<file path="config.mk">
export PLATFORM = sky130hd
export DESIGN_NAME = fp_div_seq
export DESIGN_NICKNAME = d
export VERILOG_FILES = /design/src/rtl/fp_div_pkg.sv /design/src/rtl/round_pkg.sv /design/src/rtl/fp_div_round.sv /design/src/rtl/fp_div_seq.sv
export SDC_FILE = /design/constraint.sdc
export NUM_CORES = 1
export LEC_CHECK = 0
export ABC_AREA = 1
export CAP_MARGIN = 20
export CORE_MARGIN = 2
export CORE_UTILIZATION = 47
export CTS_CLUSTER_DIAMETER = 120
export CTS_CLUSTER_SIZE = 8
export DETAILED_ROUTE_END_ITERATION = 10
export DONT_BUFFER_PORTS = 1
export SYNTH_ARGS = -nofsm -noshare
export SYNTH_HDL_FRONTEND = slang
export SYNTH_HIERARCHICAL = 1
export SYNTH_SLANG_ARGS = --single-unit
</file>
<file path="constraint.sdc">
create_clock -name clk -period 5.3 [get_ports clk]
set_clock_uncertainty 0.15 [all_clocks]
set_input_delay 1.325 -clock clk [delete_from_list [all_inputs] [get_ports clk]]
set_output_delay 1.325 -clock clk [all_outputs]
set_load 0.05 [all_outputs]
</file>
<file path="src/rtl/fp_div_pkg.sv">
// Constants, status layout and FSM encoding for the sequential single-precision divider.
// FP_DIV_RADIX4_EN selects two restoring steps per DIV cycle.
package fp_div_pkg;

  localparam int ST_ZERO    = 0;
  localparam int ST_INF     = 1;
  localparam int ST_NAN     = 2;
  localparam int ST_TINY    = 3;
  localparam int ST_HUGE    = 4;
  localparam int ST_INEXACT = 5;
  localparam int ST_DBZ     = 6;

  localparam logic [31:0] QNAN_C    = 32'h7FC0_0000;
  localparam logic [31:0] MAXNORM_C = 32'h7F7F_FFFF;
  localparam logic [31:0] MINNORM_C = 32'h0080_0000;

  // 24 mantissa bits + normalization bit + guard bit
  localparam int QBITS = 26;
`ifdef FP_DIV_RADIX4_EN
  localparam int RADIX_BITS = 2;
`else
  localparam int RADIX_BITS = 1;
`endif
  localparam int DIV_CYCLES = QBITS / RADIX_BITS;

  typedef enum logic [1:0] {
    IDLE  = 2'd0,
    DIV   = 2'd1,
    ROUND = 2'd2,
    DONE  = 2'd3
  } state_t;

endpackage

</file>
<file path="src/rtl/round_pkg.sv">
// Shared rounding-mode encoding for the floating-point multiplier and divider.
package round_pkg;

  typedef enum logic [2:0] {
    IEEE_near = 3'd0,
    IEEE_zero = 3'd1,
    IEEE_pinf = 3'd2,
    IEEE_ninf = 3'd3,
    near_up   = 3'd4,
    away_zero = 3'd5
  } round_mode;

endpackage

</file>
<file path="src/rtl/fp_div_round.sv">
// Combinational rounding, overflow and underflow handling for a normalized quotient.
module fp_div_round
  import fp_div_pkg::*;
  import round_pkg::*;
(
  input  logic        sign,
  input  logic [9:0]  e,
  input  logic [22:0] mant,
  input  logic        guard,
  input  logic        sticky,
  input  round_mode   mode,
  output logic [31:0] z,
  output logic [7:0]  status
);

  logic        inexact;
  logic        inc;
  logic        ovf_to_inf;
  logic        unf_to_min;
  logic [23:0] mant_sum;
  logic [9:0]  e_rnd;
  logic        ovf;
  logic        unf;

  always_comb begin
    inexact = guard | sticky;
    inc        = 1'b0;
    ovf_to_inf = 1'b0;
    unf_to_min = 1'b0;
    case (mode)
      IEEE_near: begin
        inc        = guard & (sticky | mant[0]);
        ovf_to_inf = 1'b1;
      end
      near_up: begin
        inc        = guard;
        ovf_to_inf = 1'b1;
      end
      away_zero: begin
        inc        = inexact;
        ovf_to_inf = 1'b1;
        unf_to_min = 1'b1;
      end
      IEEE_pinf: begin
        inc        = ~sign & inexact;
        ovf_to_inf = ~sign;
        unf_to_min = ~sign;
      end
      IEEE_ninf: begin
        inc        = sign & inexact;
        ovf_to_inf = sign;
        unf_to_min = sign;
      end
      default: begin
        inc = 1'b0;
      end
    endcase
  end

  // Carry out of the 23-bit fraction means the significand became 2.0
  assign mant_sum = {1'b0, mant} + {23'd0, inc};
  assign e_rnd    = e + {9'd0, mant_sum[23]};
  assign ovf      = $signed(e_rnd) >= 10'sd255;
  assign unf      = $signed(e_rnd) <= 10'sd0;

  always_comb begin
    status              = '0;
    z                   = {sign, e_rnd[7:0], mant_sum[22:0]};
    status[ST_INEXACT]  = inexact;
    if (ovf) begin
      status[ST_HUGE]    = 1'b1;
      status[ST_INEXACT] = 1'b1;
      z = ovf_to_inf ? {sign, 8'hFF, 23'd0} : {sign, MAXNORM_C[30:0]};
    end else if (unf) begin
      status[ST_TINY]    = 1'b1;
      status[ST_INEXACT] = 1'b1;
      if (unf_to_min) begin
        z = {sign, MINNORM_C[30:0]};
      end else begin
        z               = {sign, 31'd0};
        status[ST_ZERO] = 1'b1;
      end
    end
  end

endmodule

</file>
<file path="src/rtl/fp_div_seq.sv">
// Iterative IEEE single-precision divider z = a / b using restoring shift-subtract.
// Build option FP_DIV_RADIX4_EN retires two quotient bits per DIV cycle.
module fp_div_seq
  import fp_div_pkg::*;
  import round_pkg::*;
(
  input  logic        clk,
  input  logic        rst,
  input  logic        in_valid,
  output logic        in_ready,
  input  logic [31:0] a,
  input  logic [31:0] b,
  input  logic [2:0]  rnd,
  output logic        out_valid,
  input  logic        out_ready,
  output logic [31:0] z,
  output logic [7:0]  status
);

  state_t      state_reg;
  state_t      state_next;
  logic [4:0]  cnt_reg;
  logic [24:0] rem_reg;
  logic [23:0] dvs_reg;
  logic [25:0] q_reg;
  logic        sign_reg;
  logic [9:0]  exp_reg;
  round_mode   mode_reg;
  logic [31:0] z_reg;
  logic [7:0]  status_reg;

  // Operand classification on the input bus, used only at acceptance
  logic        a_zero, b_zero, a_max, b_max, a_nan, b_nan, a_inf, b_inf;
  logic        special;
  logic        res_sign;
  logic [31:0] spec_z;
  logic [7:0]  spec_status;
  logic [9:0]  exp_calc;

  assign a_zero   = (a[30:23] == 8'd0);
  assign b_zero   = (b[30:23] == 8'd0);
  assign a_max    = (a[30:23] == 8'hFF);
  assign b_max    = (b[30:23] == 8'hFF);
  assign a_nan    = a_max & (|a[22:0]);
  assign b_nan    = b_max & (|b[22:0]);
  assign a_inf    = a_max & ~(|a[22:0]);
  assign b_inf    = b_max & ~(|b[22:0]);
  assign special  = a_zero | b_zero | a_max | b_max;
  assign res_sign = a[31] ^ b[31];
  assign exp_calc = {2'b00, a[30:23]} - {2'b00, b[30:23]} + 10'd127;

  always_comb begin
    spec_z      = {res_sign, 31'd0};
    spec_status = '0;
    if (a_nan | b_nan | (a_zero & b_zero) | (a_inf & b_inf)) begin
      spec_z              = QNAN_C;
      spec_status[ST_NAN] = 1'b1;
    end else if (b_zero & ~a_inf) begin
      spec_z              = {res_sign, 8'hFF, 23'd0};
      spec_status[ST_INF] = 1'b1;
      spec_status[ST_DBZ] = 1'b1;
    end else if (a_inf) begin
      spec_z              = {res_sign, 8'hFF, 23'd0};
      spec_status[ST_INF] = 1'b1;
    end else begin
      spec_status[ST_ZERO] = 1'b1;
    end
  end

  // Chained restoring steps; stage 0 yields the more significant quotient bit
  logic [24:0]           rem_chain [RADIX_BITS+1];
  logic [RADIX_BITS-1:0] q_step;

  assign rem_chain[0] = rem_reg;

  for (genvar gi = 0; gi < RADIX_BITS; gi++) begin : g_step
    logic        ge;
    logic [23:0] diff;
    assign ge   = rem_chain[gi] >= {1'b0, dvs_reg};
    assign diff = rem_chain[gi][23:0] - dvs_reg;
    assign q_step[RADIX_BITS-1-gi] = ge;
    assign rem_chain[gi+1] = {(ge ? diff : rem_chain[gi][23:0]), 1'b0};
  end

  // Normalization of the finished quotient ahead of rounding
  logic        norm;
  logic [22:0] rnd_mant;
  logic        rnd_guard;
  logic        rnd_sticky;
  logic [9:0]  rnd_exp;
  logic [31:0] rnd_z;
  logic [7:0]  rnd_status;

  assign norm       = q_reg[25];
  assign rnd_mant   = norm ? q_reg[24:2] : q_reg[23:1];
  assign rnd_guard  = norm ? q_reg[1] : q_reg[0];
  assign rnd_sticky = (rem_reg != 25'd0) | (norm & q_reg[0]);
  assign rnd_exp    = norm ? exp_reg : exp_reg - 10'd1;

  fp_div_round u_round (
    .sign   (sign_reg),
    .e      (rnd_exp),
    .mant   (rnd_mant),
    .guard  (rnd_guard),
    .sticky (rnd_sticky),
    .mode   (mode_reg),
    .z      (rnd_z),
    .status (rnd_status)
  );

  always_ff @(posedge clk or negedge rst) begin
    if (!rst) begin
      state_reg <= IDLE;
    end else begin
      state_reg <= state_next;
    end
  end

  always_comb begin
    state_next = state_reg;
    case (state_reg)
      IDLE:    if (in_valid) state_next = special ? DONE : DIV;
      DIV:     if (cnt_reg == 5'(DIV_CYCLES - 1)) state_next = ROUND;
      ROUND:   state_next = DONE;
      DONE:    if (out_ready) state_next = IDLE;
      default: state_next = IDLE;
    endcase
  end

  always_ff @(posedge clk or negedge rst) begin
    if (!rst) begin
      cnt_reg    <= '0;
      rem_reg    <= '0;
      dvs_reg    <= '0;
      q_reg      <= '0;
      sign_reg   <= 1'b0;
      exp_reg    <= '0;
      mode_reg   <= IEEE_near;
      z_reg      <= '0;
      status_reg <= '0;
    end else begin
      case (state_reg)
        IDLE: begin
          if (in_valid) begin
            sign_reg <= res_sign;
            exp_reg  <= exp_calc;
            rem_reg  <= {2'b01, a[22:0]};
            dvs_reg  <= {1'b1, b[22:0]};
            q_reg    <= '0;
            cnt_reg  <= '0;
            mode_reg <= round_mode'(rnd);
            if (special) begin
              z_reg      <= spec_z;
              status_reg <= spec_status;
            end
          end
        end
        DIV: begin
          rem_reg <= rem_chain[RADIX_BITS];
          q_reg   <= {q_reg[QBITS-RADIX_BITS-1:0], q_step};
          cnt_reg <= cnt_reg + 5'd1;
        end
        ROUND: begin
          z_reg      <= rnd_z;
          status_reg <= rnd_status;
        end
        default: begin
        end
      endcase
    end
  end

  assign in_ready  = (state_reg == IDLE);
  assign out_valid = (state_reg == DONE);
  assign z         = z_reg;
  assign status    = status_reg;

endmodule

</file>
# ---- Word level (Yosys, flattened, before mapping)
# Cells that the tools add are included.
dict set report word_totals {
  reg_bits 136
  input_bits 71
  word_cells 120
}
dict set report classes {
  add_sub_neg 7
  magnitude_cmp 3
  n_eq_ne 14
  mux 47
  bitwise_logic 25
  n_reduce_logical 14
}
# op count
set ops {}
lappend ops {{two-way mux 31 bit} 4}
lappend ops {{two-way mux 32 bit} 3}
lappend ops {{two-way mux 24 bit} 3}
lappend ops {{case mux 32 bit (2 select lines)} 1}
lappend ops {{case mux 26 bit (2 select lines)} 1}
lappend ops {{case mux 25 bit (2 select lines)} 1}
lappend ops {{OR reduction 23 bit} 2}
lappend ops {{two-way mux 26 bit} 1}
lappend ops {{greater-or-equal comparator 25 x 24 -> 1 bit} 1}
lappend ops {{two-way mux 25 bit} 1}
lappend ops {{nonzero test 25 bit} 1}
lappend ops {{adder 23 x 1 -> 24 bit} 1}
lappend ops {{subtractor 24 bit} 1}
lappend ops {{two-way mux 23 bit} 1}
lappend ops {{== test 8 bit, second input constant} 2}
lappend ops {{logical NOT 8 bit} 2}
lappend ops {{two-way mux 1 bit} 16}
lappend ops {{two-way mux 8 bit} 2}
lappend ops {{case mux 8 bit (2 select lines)} 1}
lappend ops {{AND 1 bit} 11}
lappend ops {{adder 10 x 1 -> 10 bit} 1}
lappend ops {{adder 9 x 8 -> 10 bit, second input constant} 1}
lappend ops {{greater-or-equal comparator 10 x 9 -> 1 bit, second input constant} 1}
lappend ops {{<= comparator 10 x 1 -> 1 bit, second input constant} 1}
lappend ops {{other kinds (26)} 50}

# ---- Depth between registers and ports, before layout
dict set report logic_depth {
  depth_word 11
  depth_mapped 30
  ltp_nobuf 29
}

# ---- Cells and area by module
# The synthesis kept the hierarchy.
# module n_inst cells_per_inst area_per_inst_um2
set by_module_without_submodules {}
lappend by_module_without_submodules {fp_div_seq 1 1331 9067.4}
lappend by_module_without_submodules {fp_div_round 1 290 1407.6}

# ---- Least setup slack after synthesis
# Ideal clock, no wire load.
dict set report synth_path {
  path_type {register to register}
  start {reg q_reg[25]}
  end {reg status_reg[0] (netlist: status[0])}
  setup_time_ns 0.066
  arrival_ns 3.635
  setup_slack_ns 1.449
  stages_incl_launch_ff 27
  path_buffers 3
  period_less_slack_ns 3.851
  cell_sequence {dfrtp_1 > clkbuf_1 > clkbuf_1 > nand2_1 > o21ai_0 > nor3_1 > o22ai_1 > ha_1 > nand2_1 > inv_1 > nand2_1 > nor4_1 > ha_1 > ha_1 > or2_2 > nor2_1 > nand2_1 > nor2_1 > nand3_1 > nand2_2 > inv_1 > buf_2 > nor2_1 > nor2_1 > a21oi_1 > nand3_1 > nand2_1}
}
dict set report synth_via {
  word_cells_on_any_way 18
}
# element line
set synth_lines {}
lappend synth_lines {{start, declared} fp_div_seq.sv:25} ;# logic [25:0] q_reg;
lappend synth_lines {{start signal, assigned} fp_div_seq.sv:160} ;# q_reg <= {q_reg[QBITS-RADIX_BITS-1:0], q_step};
lappend synth_lines {{two-way mux 23 bit *} fp_div_seq.sv:95} ;# assign rnd_mant = norm ? q_reg[24:2] : q_reg[23:1];
lappend synth_lines {{net rnd_mant[0]} fp_div_seq.sv:87} ;# logic [22:0] rnd_mant;
lappend synth_lines {{bitwise OR 1 bit} fp_div_round.sv:32} ;# inc = guard & (sticky | mant[0]);
lappend synth_lines {{AND 1 bit} fp_div_round.sv:32}
lappend synth_lines {{case mux 1 bit (5 select lines)} fp_div_round.sv:30} ;# case (mode)
lappend synth_lines {{adder 23 x 1 -> 24 bit *} fp_div_round.sv:61} ;# assign mant_sum = {1'b0, mant} + {23'd0, inc};
lappend synth_lines {{adder 10 x 1 -> 10 bit *} fp_div_round.sv:62} ;# assign e_rnd = e + {9'd0, mant_sum[23]};
lappend synth_lines {{<= comparator 10 x 1 -> 1 bit} fp_div_round.sv:64} ;# assign unf = $signed(e_rnd) <= 10'sd0;
lappend synth_lines {{two-way mux 1 bit} fp_div_round.sv:74} ;# end else if (unf) begin
lappend synth_lines {{two-way mux 1 bit *} fp_div_round.sv:70} ;# if (ovf) begin
lappend synth_lines {{net rnd_status[0]} fp_div_seq.sv:92} ;# logic [7:0] rnd_status;
lappend synth_lines {{case mux 8 bit (2 select lines) *} fp_div_seq.sv:142} ;# case (state_reg)
lappend synth_lines {{end signal, assigned} fp_div_seq.sv:154} ;# status_reg <= spec_status;
lappend synth_lines {{end signal, assigned} fp_div_seq.sv:165} ;# status_reg <= rnd_status;
lappend synth_lines {{end, declared} fp_div_seq.sv:30} ;# logic [7:0] status_reg;
# Mark *: on every way through the listed nets, which the timed path passes. The rest lies on a longest branch.
# A chain may end at the register's enable or synchronous reset.

# ---- Worst setup path after layout
dict set report layout_path {
  start {reg rem_reg[17]}
  end {reg status_reg[0] (netlist: status[0])}
}
dict set report layout_via {
  elab_chain_cells 11
  word_cells_on_any_way 15
}
# element line
set layout_rtl {}
lappend layout_rtl {{start, declared} fp_div_seq.sv:23} ;# logic [24:0] rem_reg;
lappend layout_rtl {{start signal, assigned} fp_div_seq.sv:147} ;# rem_reg <= {2'b01, a[22:0]};
lappend layout_rtl {{start signal, assigned} fp_div_seq.sv:159} ;# rem_reg <= rem_chain[RADIX_BITS];
lappend layout_rtl {{nonzero test 25 bit *} fp_div_seq.sv:97} ;# assign rnd_sticky = (rem_reg != 25'd0) | (norm & q_reg[0]);
lappend layout_rtl {{bitwise OR 1 bit *} fp_div_seq.sv:97}
lappend layout_rtl {{net rnd_sticky} fp_div_seq.sv:89} ;# logic rnd_sticky;
lappend layout_rtl {{bitwise OR 1 bit, on equally long branches} {fp_div_round.sv:26, fp_div_round.sv:32}}
lappend layout_rtl {{AND 1 bit, on equally long branches} {fp_div_round.sv:50, fp_div_round.sv:32, fp_div_round.sv:45}}
lappend layout_rtl {{case mux 1 bit (5 select lines) *} fp_div_round.sv:30}
lappend layout_rtl {{adder 23 x 1 -> 24 bit *} fp_div_round.sv:61}
lappend layout_rtl {{adder 10 x 1 -> 10 bit *} fp_div_round.sv:62}
lappend layout_rtl {{<= comparator 10 x 1 -> 1 bit} fp_div_round.sv:64}
lappend layout_rtl {{two-way mux 1 bit} fp_div_round.sv:74}
lappend layout_rtl {{two-way mux 1 bit *} fp_div_round.sv:70}
lappend layout_rtl {{net rnd_status[0]} fp_div_seq.sv:92}
lappend layout_rtl {{case mux 8 bit (2 select lines) *} fp_div_seq.sv:142}
# Marked as above.

==> qor.yml <==
status: "finished clean"
maxSlewHeadroom: 0.4142
port_buffers: 0
critPathKind: "flop to flop"
postLayoutSetupSlackWorst_ns: 0.4555
hold_slack_ns: 0.3095
die_h_um: 153.3
dp_cells: 1857
rows: 54
power_frac_comb: 0.582
r2r_end: "status[0]"
antennaDiodeCount: 0
pin_count: 113
vias: 9798
synth_cell_type_count: 47
largest_register_ffs: 32
cts_buffer_depth: 2
gp_congestion: 0.8957
path_clk_slew_ns: 0.07
cts_sinks: 136
finalSetupTns_ns: 0
synthTopCellsByCount: "nand2_1 (507), inv_1 (289), dfrtp_1 (136), nor2_1 (136)"
synth_area_per_cell_um2: 6.462
r2r_setup_slack_ns: 0.46
first_global_vias: 9188
drcViolationCount: 0
place_area_um2: 10620
netlist_area_um2: 10480
grt_pass1_wl_um: 47220
p_int_mw: 3.736
synthFlopType: "dfrtp_1"
layout.nets: 1714
switching_share: 0.5486
rr_worst_depth: 25
gr-total-overflow: 0
arrival_ns: 5.05
peakVddDrop_v: 0.0002426
cts_root_buf: "clkbuf_16"
crit_fanout: 20
seqPwrFrac: 0.280
wl_per_cell_um: 15.13
switching_power_mw: 4.539
cts_made_buffers: 17
crit_end: "status[0]"
startpoint: "rem_reg[17]"
stdcell_count: 1887
htree_levels: 4
p_leak_nw: 5.866
cts_setup_buffers: 0
max_freq_mhz: 206.4
worst_pin_slew_ns: 0.8777
cap_violations: 0
hp-class: "flop to flop"
critPathLaunchType: "flop"
yosys.area.top_type_share: 0.3249
power_density_nw_per_um2: 739.8
firstDrtPassIters: 5
async_flop_share: 1.000
post-dp-hpwl_um: 21430
drtAntennaViolNets: 0
finalPower_mw: 8.275
start_util: 0.4800
yosys-top-cells-area: "dfrtp_1 (32%), nand2_1 (18%), inv_1 (10%), ha_1 (5.5%), nor2_1 (4.9%)"
worstPathRequired_ns: 5.51
routed_wl_um: 28540
utilization: 0.5126
grt_usage: 0.2464
cts_tree: "built"
endpoint_kind: "flop"
pwr-share-clk: 0.138
antenna_found_initial: 0
fp.dieArea_um2: 23500
r2r-start: "rem_reg[17]"
fin_crit_ns: 4.844
ys_seq_elements: 136
core-area_um2: 21820
finalCritPeriodShare: 0.9140
synth_edf_count: 0
drive_above_1_share: 0.04854
grt_max_degree: 137
synth_most_common_cell: "nand2_1"
dpl_worst_slack_ns: 0.2016
drt_iter0_drc: 823
clk_latency_ns: 0.43
syn_inst: 1621
die_x_um: 153.3
yosysSeqAreaShare: 0.3249
yosysWarnings: 6
slew_violations: 0
area_growth_pct: 6.784
fin_area_um2: 11190
yosys.area.top_type: "dfrtp_1"
rsz0062_at_grt: "false"
vias_per_cell: 5.192
setup_viol: 0
finalHoldViolCount: 0
==> cells in the final DEF (no fill, tap or decap), types with 12 or more instances in the layout <==
cell type / instances
o21bai_1: 12
nor2_1: 136
inv_1: 289
a21oi_1: 42
nand2_1: 506
ha_1: 46
nand3_1: 92
xnor2_1: 18
o21ai_0: 92
nor3_1: 18
xor2_1: 24
dfrtp_1: 135
clkbuf_16: 17
o22ai_1: 49
nand4_1: 38
==> metal layers <==
layer  share of wire  vias to the layer above  global-route usage
li1                -                     5031                   -
met1            0.49                     4472              0.3587
met2            0.44                      265              0.3776
met3           0.055                       30             0.04480
met4           0.016                        0             0.06437
met5               0                        -                   0
==> layout make-up <==
cell class | instances | area [µm²]
repair buffers | 8 | 60.06
clock buffers | 18 | 439.2
fillers | 2313 | 10640
flip-flops and latches | 136 | 3405
clock inverters | 12 | 106.4
inverters | 296 | 1111
well taps | 280 | 350.3
multi-input cells | 1137 | 5714
==> worst max-delay path, cell delays in order (launching register included) <==
cell	delay (ns)
dfrtp_1	0.39
inv_1	0.09
nand4_1	0.13
nor4_1	0.48
o2111ai_1	0.28
nor3_1	0.24
o22ai_1	0.13
ha_1	0.26
nand2_1	0.14
inv_1	0.05
nand2_1	0.07
nor4_1	0.08
ha_1	0.29
ha_1	0.34
or2_2	0.28
nor2_1	0.11
nand2_1	0.06
nor2_1	0.09
nand3_1	0.15
nand2_4	0.23
inv_1	0.25
nor2_1	0.15
nor2_1	0.06
a21oi_1	0.13
nand3_1	0.09
nand2_1	0.06
==> power groups by stage <==
stage,combinational [mW],sequential [mW],clock (mW)
after floorplan,3.83,2.22,0
after global placement,4.71,2.32,0
after detailed placement,4.73,2.33,0
after CTS,4.77,2.32,1.17
after global routing,5.48,2.38,1.20
final,4.82,2.32,1.14
==> timing repair <==
item,4_1_cts,5_1_grt
gates resized for setup,0,4
hold buffers,0,0
endpoints found under the setup margin,0,32
==> cells by family (layout without fill, tap and decap cells) <==
| family | count (synthesis) | count (layout) | synth area share |
|---|---|---|---|
| buf+inv | 351 | 334 | 0.1335 |
| other cells | 1 | 4 | 0.0003580 |
| simple gates | 830 | 830 | 0.3340 |
| fa+ha+maj | 47 | 47 | 0.05686 |
| compound gates | 214 | 214 | 0.1153 |
| xor+xnor | 42 | 42 | 0.03512 |
| flops | 136 | 136 | 0.3249 |
==> worst min path at each step <==
stage / from / endpoint / slack [ns] / cells after the start
global placement: dvs_reg[23] / dvs_reg[23] / 0.29 / 2
finish: dvs_reg[23] / dvs_reg[23] / 0.31 / 2
floorplan: dvs_reg[23] / dvs_reg[23] / 0.28 / 2
detailed placement: dvs_reg[23] / dvs_reg[23] / 0.30 / 2
global route: dvs_reg[23] / dvs_reg[23] / 0.36 / 2
CTS: dvs_reg[23] / dvs_reg[23] / 0.31 / 2
Power figures use the tool's default switching activity.
